==> src/rtl/multicycle_controller.sv <==
// Multicycle instruction-sequencing controller with accelerator-channel handshake.
// Outputs decode combinationally from the current state plus instruction fields.
module multicycle_controller #(
  parameter int unsigned NUM_ACC  = 2,
  parameter int unsigned MAX_WAIT = 255,
  parameter int unsigned WAIT_W   = 8
) (
  input  logic               clk,
  input  logic               rst,
  input  logic [6:0]         opCode,
  input  logic [2:0]         funct3,
  input  logic               branch,
  input  logic [NUM_ACC-1:0] accDone,
  output logic               PCWrite,
  output logic               IRWrite,
  output logic               DMemWrite,
  output logic               regFileWrite,
  output logic               ALUOverride,
  output logic               ALUSrcA,
  output logic [1:0]         ALUSrcB,
  output logic               regFileWriteSrc,
  output logic               accSel,
  output logic [NUM_ACC-1:0] accStart,
  output logic [NUM_ACC-1:0] accWrEna,
  output logic               accTimeout,
  output logic [2:0]         state
);

  localparam logic [6:0] OP_ALU_REG = 7'b0110011;
  localparam logic [6:0] OP_LOAD    = 7'b0000011;
  localparam logic [6:0] OP_STORE   = 7'b0100011;
  localparam logic [6:0] OP_BRANCH  = 7'b1100011;
  localparam logic [6:0] OP_JAL     = 7'b1101111;
  localparam logic [6:0] OP_JALR    = 7'b1100111;
  localparam logic [6:0] OP_ACC_LI  = 7'b0101011;
  localparam logic [6:0] OP_ACC_RUN = 7'b0001011;

  localparam logic       SRCA_REG  = 1'b0;
  localparam logic       SRCA_PC   = 1'b1;
  localparam logic [1:0] SRCB_REG  = 2'd0;
  localparam logic [1:0] SRCB_IMM  = 2'd1;
  localparam logic [1:0] SRCB_C4   = 2'd2;

  localparam logic [WAIT_W:0] WAIT_LIM = (WAIT_W+1)'(MAX_WAIT);

  typedef enum logic [2:0] {
    S_FETCH  = 3'd0,
    S_DECODE = 3'd1,
    S_EXEC   = 3'd2,
    S_WAIT   = 3'd3,
    S_MEM    = 3'd4,
    S_WB     = 3'd5
  } state_e;

  state_e            state_q, state_d, cur_s;
  logic [WAIT_W-1:0] cnt_q, cnt_d;
  logic [WAIT_W:0]   cnt_nxt;
  logic              tmo_q, tmo_d;
  logic              abort_q, abort_d;
  logic              ch_valid, ch_done, acc_run_v, acc_li_v;
  logic [7:0]        done_pad;
  logic [7:0]        ch_onehot;

  // Channel selection: funct3 names the channel; out-of-range channels decode as NOP
  always_comb begin
    done_pad                = '0;
    done_pad[NUM_ACC-1:0]   = accDone;
    ch_valid                = (32'(funct3) < NUM_ACC);
    ch_done                 = done_pad[funct3];
    ch_onehot               = 8'b1 << funct3;
    acc_run_v               = (opCode == OP_ACC_RUN) && ch_valid;
    acc_li_v                = (opCode == OP_ACC_LI) && ch_valid;
    cnt_nxt                 = {1'b0, cnt_q} + (WAIT_W+1)'(1);
  end

  // State, wait counter, sticky timeout and aborted mark
  always_ff @(posedge clk) begin
    if (rst) begin
      state_q <= S_FETCH;
      cnt_q   <= '0;
      tmo_q   <= 1'b0;
      abort_q <= 1'b0;
    end else begin
      state_q <= state_d;
      cnt_q   <= cnt_d;
      tmo_q   <= tmo_d;
      abort_q <= abort_d;
    end
  end

  // Next-state and output decode; reset presents the FETCH decode
  always_comb begin
    state_d         = S_FETCH;
    cnt_d           = cnt_q;
    tmo_d           = tmo_q;
    abort_d         = abort_q;
    PCWrite         = 1'b0;
    IRWrite         = 1'b0;
    DMemWrite       = 1'b0;
    regFileWrite    = 1'b0;
    ALUOverride     = 1'b0;
    ALUSrcA         = SRCA_REG;
    ALUSrcB         = SRCB_REG;
    regFileWriteSrc = 1'b0;
    accSel          = 1'b0;
    accStart        = '0;
    accWrEna        = '0;
    cur_s           = rst ? S_FETCH : state_q;
    state           = cur_s;
    accTimeout      = tmo_q & ~rst;

    case (cur_s)
      S_FETCH: begin
        IRWrite = 1'b1;
        abort_d = 1'b0;
        state_d = S_DECODE;
      end
      S_DECODE: begin
        if (acc_li_v)  accWrEna = ch_onehot[NUM_ACC-1:0];
        if (acc_run_v) accStart = ch_onehot[NUM_ACC-1:0];
        state_d = S_EXEC;
      end
      S_EXEC: begin
        if (opCode == OP_ALU_REG || opCode == OP_BRANCH) begin
          ALUSrcA = SRCA_REG;
          ALUSrcB = SRCB_REG;
        end else if (opCode == OP_JAL || opCode == OP_JALR) begin
          ALUSrcA = SRCA_PC;
          ALUSrcB = SRCB_C4;
        end else begin
          ALUSrcA = SRCA_REG;
          ALUSrcB = SRCB_IMM;
        end
        if (acc_run_v) begin
          cnt_d   = '0;
          state_d = S_WAIT;
        end else begin
          state_d = S_MEM;
        end
      end
      S_WAIT: begin
        accSel = 1'b1;
        cnt_d  = WAIT_W'(cnt_nxt);
        if (ch_done) begin
          state_d = S_MEM;
        end else if (cnt_nxt >= WAIT_LIM) begin
          tmo_d   = 1'b1;
          abort_d = 1'b1;
          state_d = S_MEM;
        end else begin
          state_d = S_WAIT;
        end
      end
      S_MEM: begin
        ALUOverride = 1'b1;
        DMemWrite   = (opCode == OP_STORE);
        accSel      = acc_run_v && !abort_q;
        if (opCode == OP_JALR) begin
          ALUSrcA = SRCA_REG;
          ALUSrcB = SRCB_IMM;
        end else if (opCode == OP_JAL) begin
          ALUSrcA = SRCA_PC;
          ALUSrcB = SRCB_IMM;
        end else if (opCode == OP_BRANCH) begin
          ALUSrcA = SRCA_PC;
          ALUSrcB = branch ? SRCB_IMM : SRCB_C4;
        end else begin
          ALUSrcA = SRCA_PC;
          ALUSrcB = SRCB_C4;
        end
        state_d = S_WB;
      end
      S_WB: begin
        PCWrite = 1'b1;
        if (opCode == OP_STORE || opCode == OP_BRANCH || opCode == OP_ACC_LI) begin
          regFileWrite = 1'b0;
        end else if (opCode == OP_ACC_RUN) begin
          regFileWrite = ch_valid && !abort_q;
        end else begin
          regFileWrite    = 1'b1;
          regFileWriteSrc = (opCode == OP_LOAD);
        end
        state_d = S_FETCH;
      end
      default: state_d = S_FETCH;
    endcase
  end

endmodule

==> config.mk <==
export PLATFORM = sky130hd
export DESIGN_NAME = multicycle_controller
export DESIGN_NICKNAME = d
export VERILOG_FILES = /design/src/rtl/multicycle_controller.sv
export SDC_FILE = /design/constraint.sdc
export NUM_CORES = 1
export LEC_CHECK = 0
export BUFFER_PORTS_ARGS = -buffer_cell sky130_fd_sc_hd__buf_2
export CAP_MARGIN = 20
export CORE_MARGIN = 1
export CORE_UTILIZATION = 50
export CTS_BUF_LIST = sky130_fd_sc_hd__clkbuf_8
export CTS_CLUSTER_DIAMETER = 30
export DETAILED_ROUTE_END_ITERATION = 7
export PLACE_DENSITY_LB_ADDON = 0.12
export SETUP_SLACK_MARGIN = 0.05
export SYNTH_ARGS = -nofsm -noshare
export SYNTH_HDL_FRONTEND = slang
export SYNTH_SLANG_ARGS = --single-unit
==> constraint.sdc <==
create_clock -name clk -period 4.4 [get_ports clk]
set_input_delay 0.22 -clock clk [delete_from_list [all_inputs] [get_ports clk]]
set_output_delay 0.22 -clock clk [all_outputs]
set_load 0.01 [all_outputs]
==> flow_summary.ini, run 1 <==
[route]
dr_total_vias = 1143
drcViolationCount = 0
routed_wl_um = 2430
first_pass_iters = 4
vias_per_cell = 5.77
drt-wirelength-per-cell_um = 12.3
dr.first_iter.drc_count = 34
route.antenna.remaining_nets = 0

[grt]
grtUsageMet2 = 0.456
met3_usage = 0.0235
grt_pass1_wl_um = 3860
grt.overflow.total = 0
grt_max_degree = 17
grt_usage = 0.255
grt_pass1_vias = 904
grt_busiest_layer = met2
use_met1 = 0.300
grt_antenna_before_repair = 0

[status]
status = finished, final reports clean

[timing]
skew_ns = 0.00338
setup_viol = 0
tightestPinTransition_ns = 0.860
fin_crit_sh = 0.467
slew_headroom = 0.419
rsz0062_at_grt = no
drv_slew = 0
setup_tns_ns = 0
finalHoldViolations = 0
fin_crit_ns = 2.06
fmax_ghz = 0.486

[cts]
h-tree-depth = 1
root_buffer = clkbuf_8
cts_setup_buffers = 0
insertion_delay_ns = 0.24
cts_resized = 0
cts_tree = yes
cts.sinks = 13
clk_pin_slew_worst_paths_ns = 0.05
holdBufCountCts = 0
cts_buffer_depth = 2
cts_inserted_buffers = 3

[critical_path]
timing.rr.start = cnt_q[0]$_SDFFE_PP0P_
crit_type = register to output pin
worst_ep_required_time_ns = 4.18
reg2reg_depth = 7
path_max_fanout = 8
r2r_setup_slack_ns = 2.37
start_kind = register
timing.rr.end = state_q[0]$_SDFF_PP0_
crit_arrival_ns = 1.84
end_kind = output pin
max_stage_delay_ns = 0.73
slowest_stage = nor4b_1
crit_path_cell_trace = nor4b_1 > nand3b_1 > o21ai_0 > buf_2

[finish]
diodes = 0
multiInputGateArea_um2 = 681
drive_gt1_frac = 0.254
layout_commonest_cell = buf_2
syn_to_final_growth_pct = 22.6
design_area_mm2 = 0.00120
final_cell_mix = buf_2 (32), nor2_1 (27), nand2_1 (13), dfxtp_1 (13), a21oi_1 (12)
regArea_um2 = 260
layout.nets = 191
fillers = 176

[pwr]
power_frac_clock = 0.362
p_int_uw = 206
p_sw_uw = 78.8
peakVddDrop_mv = 0.178
pwr_density_cell_mw_per_mm2 = 238
combinationalPowerShare = 0.185
leakage_nw = 0.513
netSwitchingFraction = 0.277
p_seq_frac = 0.453

[yosys]
syn_area_per_cell_um2 = 6.92
synth_top_flop_cell = dfxtp_1
syn_inst = 141
yosys_warnings = 0
synth_edf_count = 0
synth_area_um2 = 976
ys_types = 39
ys_async_sr_fraction = 0
syn_nets = 158
yosysSeqAreaShare = 0.267
ys_seq_elements = 13

[worst_hold_path]
hold-path-endpoint = cnt_q[1]$_SDFFE_PP0P_
worstHoldStart = rst
hold_class = primary input to register
min_path_cells = 2

[floorplan]
dieArea_mm2 = 0.00213
initial_core_util = 0.547
coreArea_mm2 = 0.00178
num_rows = 15
die_x_um = 46.2
die_h_um = 46.2
ios = 33

[run]
maxCapViolCount = 0

[place]
io_buffers = 32
gp_congestion = 0.811
dp_hpwl_um = 1870
placed_cell_area_mm2 = 0.00115
cell families after synthesis:
| kind of cell | synth area share |
|---|---|
| AND/OR/NAND/NOR | 0.423 |
| AO/OA/AOI/OAI | 0.212 |
| flip-flops | 0.267 |
| buffers and inverters | 0.0359 |
| XOR/XNOR | 0.0269 |
| adder cells (fa/ha/maj) | 0.0256 |
| multiplexers | 0.0103 |
synthesized netlist by cell type, types with 2 or more instances:
cell type	n	area share
nand3b_1	2	0.015
a21oi_1	12	0.062
nand4_1	2	0.013
or3_1	2	0.013
clkbuf_1	3	0.012
a311oi_1	4	0.036
nand3_1	7	0.036
dfxtp_1	13	0.27
nor2_1	27	0.10
ha_1	2	0.026
o21ai_0	5	0.026
and3_1	2	0.013
xor2_1	3	0.027
or2_2	4	0.026
nor3_1	8	0.041
nand2_1	13	0.050
o21a_1	2	0.015
nor2b_1	5	0.032
inv_1	5	0.019
worst max-delay path by stage:
stage	cells past startpoint	slack, ns	from	end
global placement	7	2.48	cnt_q[0]$_SDFFE_PP0P_	state_q[1]$_SDFF_PP0_
CTS	4	2.34	state_q[1]$_SDFF_PP0_	ALUSrcB[1]
global route	4	2.15	state_q[1]$_SDFF_PP0_	ALUSrcB[1]
floorplan	7	2.55	cnt_q[0]$_SDFFE_PP0P_	state_q[1]$_SDFF_PP0_
finish	4	2.34	state_q[1]$_SDFF_PP0_	ALUSrcB[1]
detailed placement	7	2.44	cnt_q[0]$_SDFFE_PP0P_	state_q[0]$_SDFF_PP0_
power by group through the flow:
stage	combinational, mW	sequential, mW	clock, mW
3_3_place_gp	0.0512	0.131	0
6_report	0.0526	0.129	0.103
4_1_cts	0.0527	0.129	0.105
5_1_grt	0.0588	0.130	0.113
3_5_place_dp	0.0524	0.131	0
2_1_floorplan	0.0318	0.130	0
flip-flops by register name, summed over array words and instances, names as in the netlist:
signal,cells
cnt_q,8
state_q,3
abort_q,1
tmo_q,1
cell type report:
| class | instances | area share |
|---|---|---|
| Multi-Input combinational cell | 119 | 0.569 |
| Sequential cell | 13 | 0.218 |
| Timing Repair Buffer | 32 | 0.134 |
| Clock buffer | 3 | 0.0345 |
| Tap cell | 25 | 0.0262 |
| Inverter | 5 | 0.0157 |
| Clock inverter | 1 | 0.00314 |
stage by stage:
| stage | hold slack [ns] | std cells | total power, mW | worst slack [ns] | util |
|---|---|---|---|---|---|
| 5_1_grt | 0.364 | 198 | 0.302 | 2.15 | 0.671 |
| 2_1_floorplan | 0.332 | 141 | 0.162 | 2.55 | - |
| 4_1_cts | 0.330 | 198 | 0.286 | 2.34 | 0.671 |
| 3_5_place_dp | 0.456 | 194 | 0.184 | 2.44 | 0.646 |
| 3_3_place_gp | 0.443 | 194 | 0.182 | 2.48 | 0.646 |
| 6_report | 0.332 | 198 | 0.285 | 2.34 | 0.671 |
worst max-delay path, delay by kind of cell, from the launching register on:
family	cells	cell delay, ns
DFF	1	0.42
AOI/OAI and AO/OA	1	0.12
and+or+nand+nor	2	0.90
buffers and inverters	1	0.15
metal layers:
layer | vias up | part of all wire
met2 | 48 | 0.50
met5 | - | 0
met4 | 0 | 0.017
met1 | 514 | 0.42
met3 | 5 | 0.059
li1 | 576 | -
(Power assumes the default switching activity.)
==> run 2: changes to the inputs <==
--- a/config.mk
+++ b/config.mk
@@ -5,6 +5,7 @@
 export SDC_FILE = /design/constraint.sdc
 export NUM_CORES = 1
 export LEC_CHECK = 0
+export ABC_AREA = 1
 export BUFFER_PORTS_ARGS = -buffer_cell sky130_fd_sc_hd__buf_2
 export CAP_MARGIN = 20
 export CORE_MARGIN = 1
==> constraint.sdc (replaced) <==
create_clock -name clk -period 1.98 [get_ports clk]
set_input_delay 0.099 -clock clk [delete_from_list [all_inputs] [get_ports clk]]
set_output_delay 0.099 -clock clk [all_outputs]
set_load 0.01 [all_outputs]
==> flow_summary.ini, run 2 <==
[pwr]
p_int_uw = 449
peakVddDrop_mv = 0.337
p_seq_frac = 0.447
netSwitchingFraction = 0.277
leakage_nw = 0.631
power_frac_clock = 0.375
p_sw_uw = 172
pwr_density_cell_mw_per_mm2 = 492
combinationalPowerShare = 0.179

[grt]
grt_antenna_before_repair = 0
grt_pass1_wl_um = 4030
grt_usage = 0.253
grt_max_degree = 12
grt_pass1_vias = 1027
grt.overflow.total = 0

[finish]
design_area_mm2 = 0.00126
largest_register_ffs = 8
drive_gt1_frac = 0.243
layout_commonest_cell = nand2_1
regArea_um2 = 262
layout.nets = 228
syn_to_final_growth_pct = 24.0
diodes = 0
regMostFlops = cnt_q
biggestRegsByFlops = cnt_q x8, state_q x3
final_cell_mix = nand2_1 (45), buf_2 (32), inv_1 (30)
fillers = 168
multiInputGateArea_um2 = 636

[yosys]
syn_inst = 174
synth_top_flop_cell = dfxtp_1
yosys-top-cells-area = dfxtp_1 (26%), nand2_1 (17%), inv_1 (11%), nor2_1 (10%), nand3_1 (5.9%)
synth_top_area_share = 0.256
synth_area_mm2 = 0.00102
ys_types = 24
ys_async_sr_fraction = 0
syn_nets = 191
yosysTopAreaCell = dfxtp_1
ys_seq_elements = 13
synth_edf_count = 0
synth.top_cells.by_count = nand2_1 (45), inv_1 (30), nor2_1 (27), dfxtp_1 (13), nand3_1 (12)
synth.most_common_cell = nand2_1
yosysSeqAreaShare = 0.256
yosys_warnings = 0
syn_area_per_cell_um2 = 5.85

[status]
status = finished, final reports clean

[floorplan]
die_x_um = 47.1
ios = 33
die_h_um = 47.1
coreArea_mm2 = 0.00182
num_rows = 15
initial_core_util = 0.559
dieArea_mm2 = 0.00222

[timing]
slew_headroom = 0.646
tightestPinTransition_ns = 0.529
finalHoldViolations = 0
fmax_ghz = 0.555
rsz0062_at_grt = no
drv_slew = 0
skew_ns = 0.00715
setup_viol = 0
setup_tns_ns = 0
fin_crit_sh = 0.911
fin_crit_ns = 1.80

[critical_path]
reg2reg_depth = 14
start_kind = register
cp-startpoint = state_q[1]$_SDFF_PP0_
path_max_fanout = 3
crit_arrival_ns = 1.70
critPathCapture = ALUSrcB[0]
end_kind = output pin
timing.rr.start = cnt_q[1]$_SDFFE_PP0P_
timing.rr.end = abort_q$_SDFFE_PP0P_
crit_type = register to output pin
worst_ep_required_time_ns = 1.88
r2r_setup_slack_ns = 0.26

[route]
first_pass_iters = 5
drt-wirelength-per-cell_um = 11.0
route.antenna.remaining_nets = 0
vias_per_cell = 5.20
routed_wl_um = 2580
dr_total_vias = 1223
drcViolationCount = 0
dr.first_iter.drc_count = 34

[cts]
cts_resized = 0
clk_pin_slew_worst_paths_ns = 0.06
h-tree-depth = 1
cts_inserted_buffers = 3
holdBufCountCts = 0
cts_tree = yes
cts_setup_buffers = 0
cts_buffer_depth = 2
root_buffer = clkbuf_8
cts.sinks = 13
insertion_delay_ns = 0.24

[worst_hold_path]
hold_class = primary input to register

[place]
dp_hpwl_um = 2110
io_buffers = 32
placed_cell_area_mm2 = 0.00121
gp_congestion = 0.754

[run]
maxCapViolCount = 0
[run 2: metrics by stage]
stage                     hold WS, ns  power (mW)  setup WS, ns  std cells  utilization
after global routing            0.253       0.651        0.0696        235        0.693
after global placement          0.437       0.389         0.400        231        0.667
after floorplan                 0.236       0.350         0.445        174            -
after CTS                       0.234       0.626         0.186        235        0.693
final                           0.236       0.621         0.177        235        0.693
after detailed placement        0.445       0.393         0.300        231        0.667
[run 2: logic make-up after synthesis]
group                    Yosys count  synth area share
AND/OR/NAND/NOR                  109             0.500
buffers and inverters             32             0.120
AO/OA/AOI/OAI                     18            0.0995
flip-flops                        13             0.256
adder cells (fa/ha/maj)            2            0.0246
[run 2: how the worst min path moves through the flow]
stage / from / end / slack [ns] / cells after the start
5_1_grt: rst / cnt_q[7]$_SDFFE_PP0P_ / 0.25 / 3
2_1_floorplan: rst / state[1] / 0.24 / 1
3_5_place_dp: tmo_q$_SDFFE_PP0P_ / tmo_q$_SDFFE_PP0P_ / 0.45 / 2
4_1_cts: rst / cnt_q[7]$_SDFFE_PP0P_ / 0.23 / 3
3_3_place_gp: tmo_q$_SDFFE_PP0P_ / tmo_q$_SDFFE_PP0P_ / 0.44 / 2
6_report: rst / cnt_q[7]$_SDFFE_PP0P_ / 0.24 / 3
[run 2: final cells by class]
type | count | share of cell area
timing repair buffer | 34 | 0.139
inverter | 30 | 0.0892
multi-input combinational | 129 | 0.503
sequential | 13 | 0.207
tap | 25 | 0.0248
clock inverter | 1 | 0.00396
clock buffer | 3 | 0.0327
[run 2: power by group through the flow]
stage          Clock, mW  Sequential [mW]  Combinational, mW
2_1_floorplan          0            0.282             0.0678
3_3_place_gp           0            0.282              0.107
3_5_place_dp           0            0.283              0.110
4_1_cts            0.238            0.277              0.111
5_1_grt            0.247            0.278              0.126
6_report           0.233            0.277              0.111
[run 2: layer usage]
layer | global-route usage | vias up | wire length, um
met3 | 0.0269 | 2 | 91
met1 | 0.284 | 565 | 1120
met4 | 0.103 | 0 | 21
met2 | 0.481 | 27 | 1350
li1 | - | 629 | -
met5 | 0 | - | 0
[run 2: critical path, stage by stage, from the launching register on]
cell,delay [ns]
dfxtp_1,0.30
inv_1,0.06
nor2_2,0.12
inv_1,0.10
nor3_2,0.19
inv_1,0.10
o41ai_1,0.39
buf_2,0.19
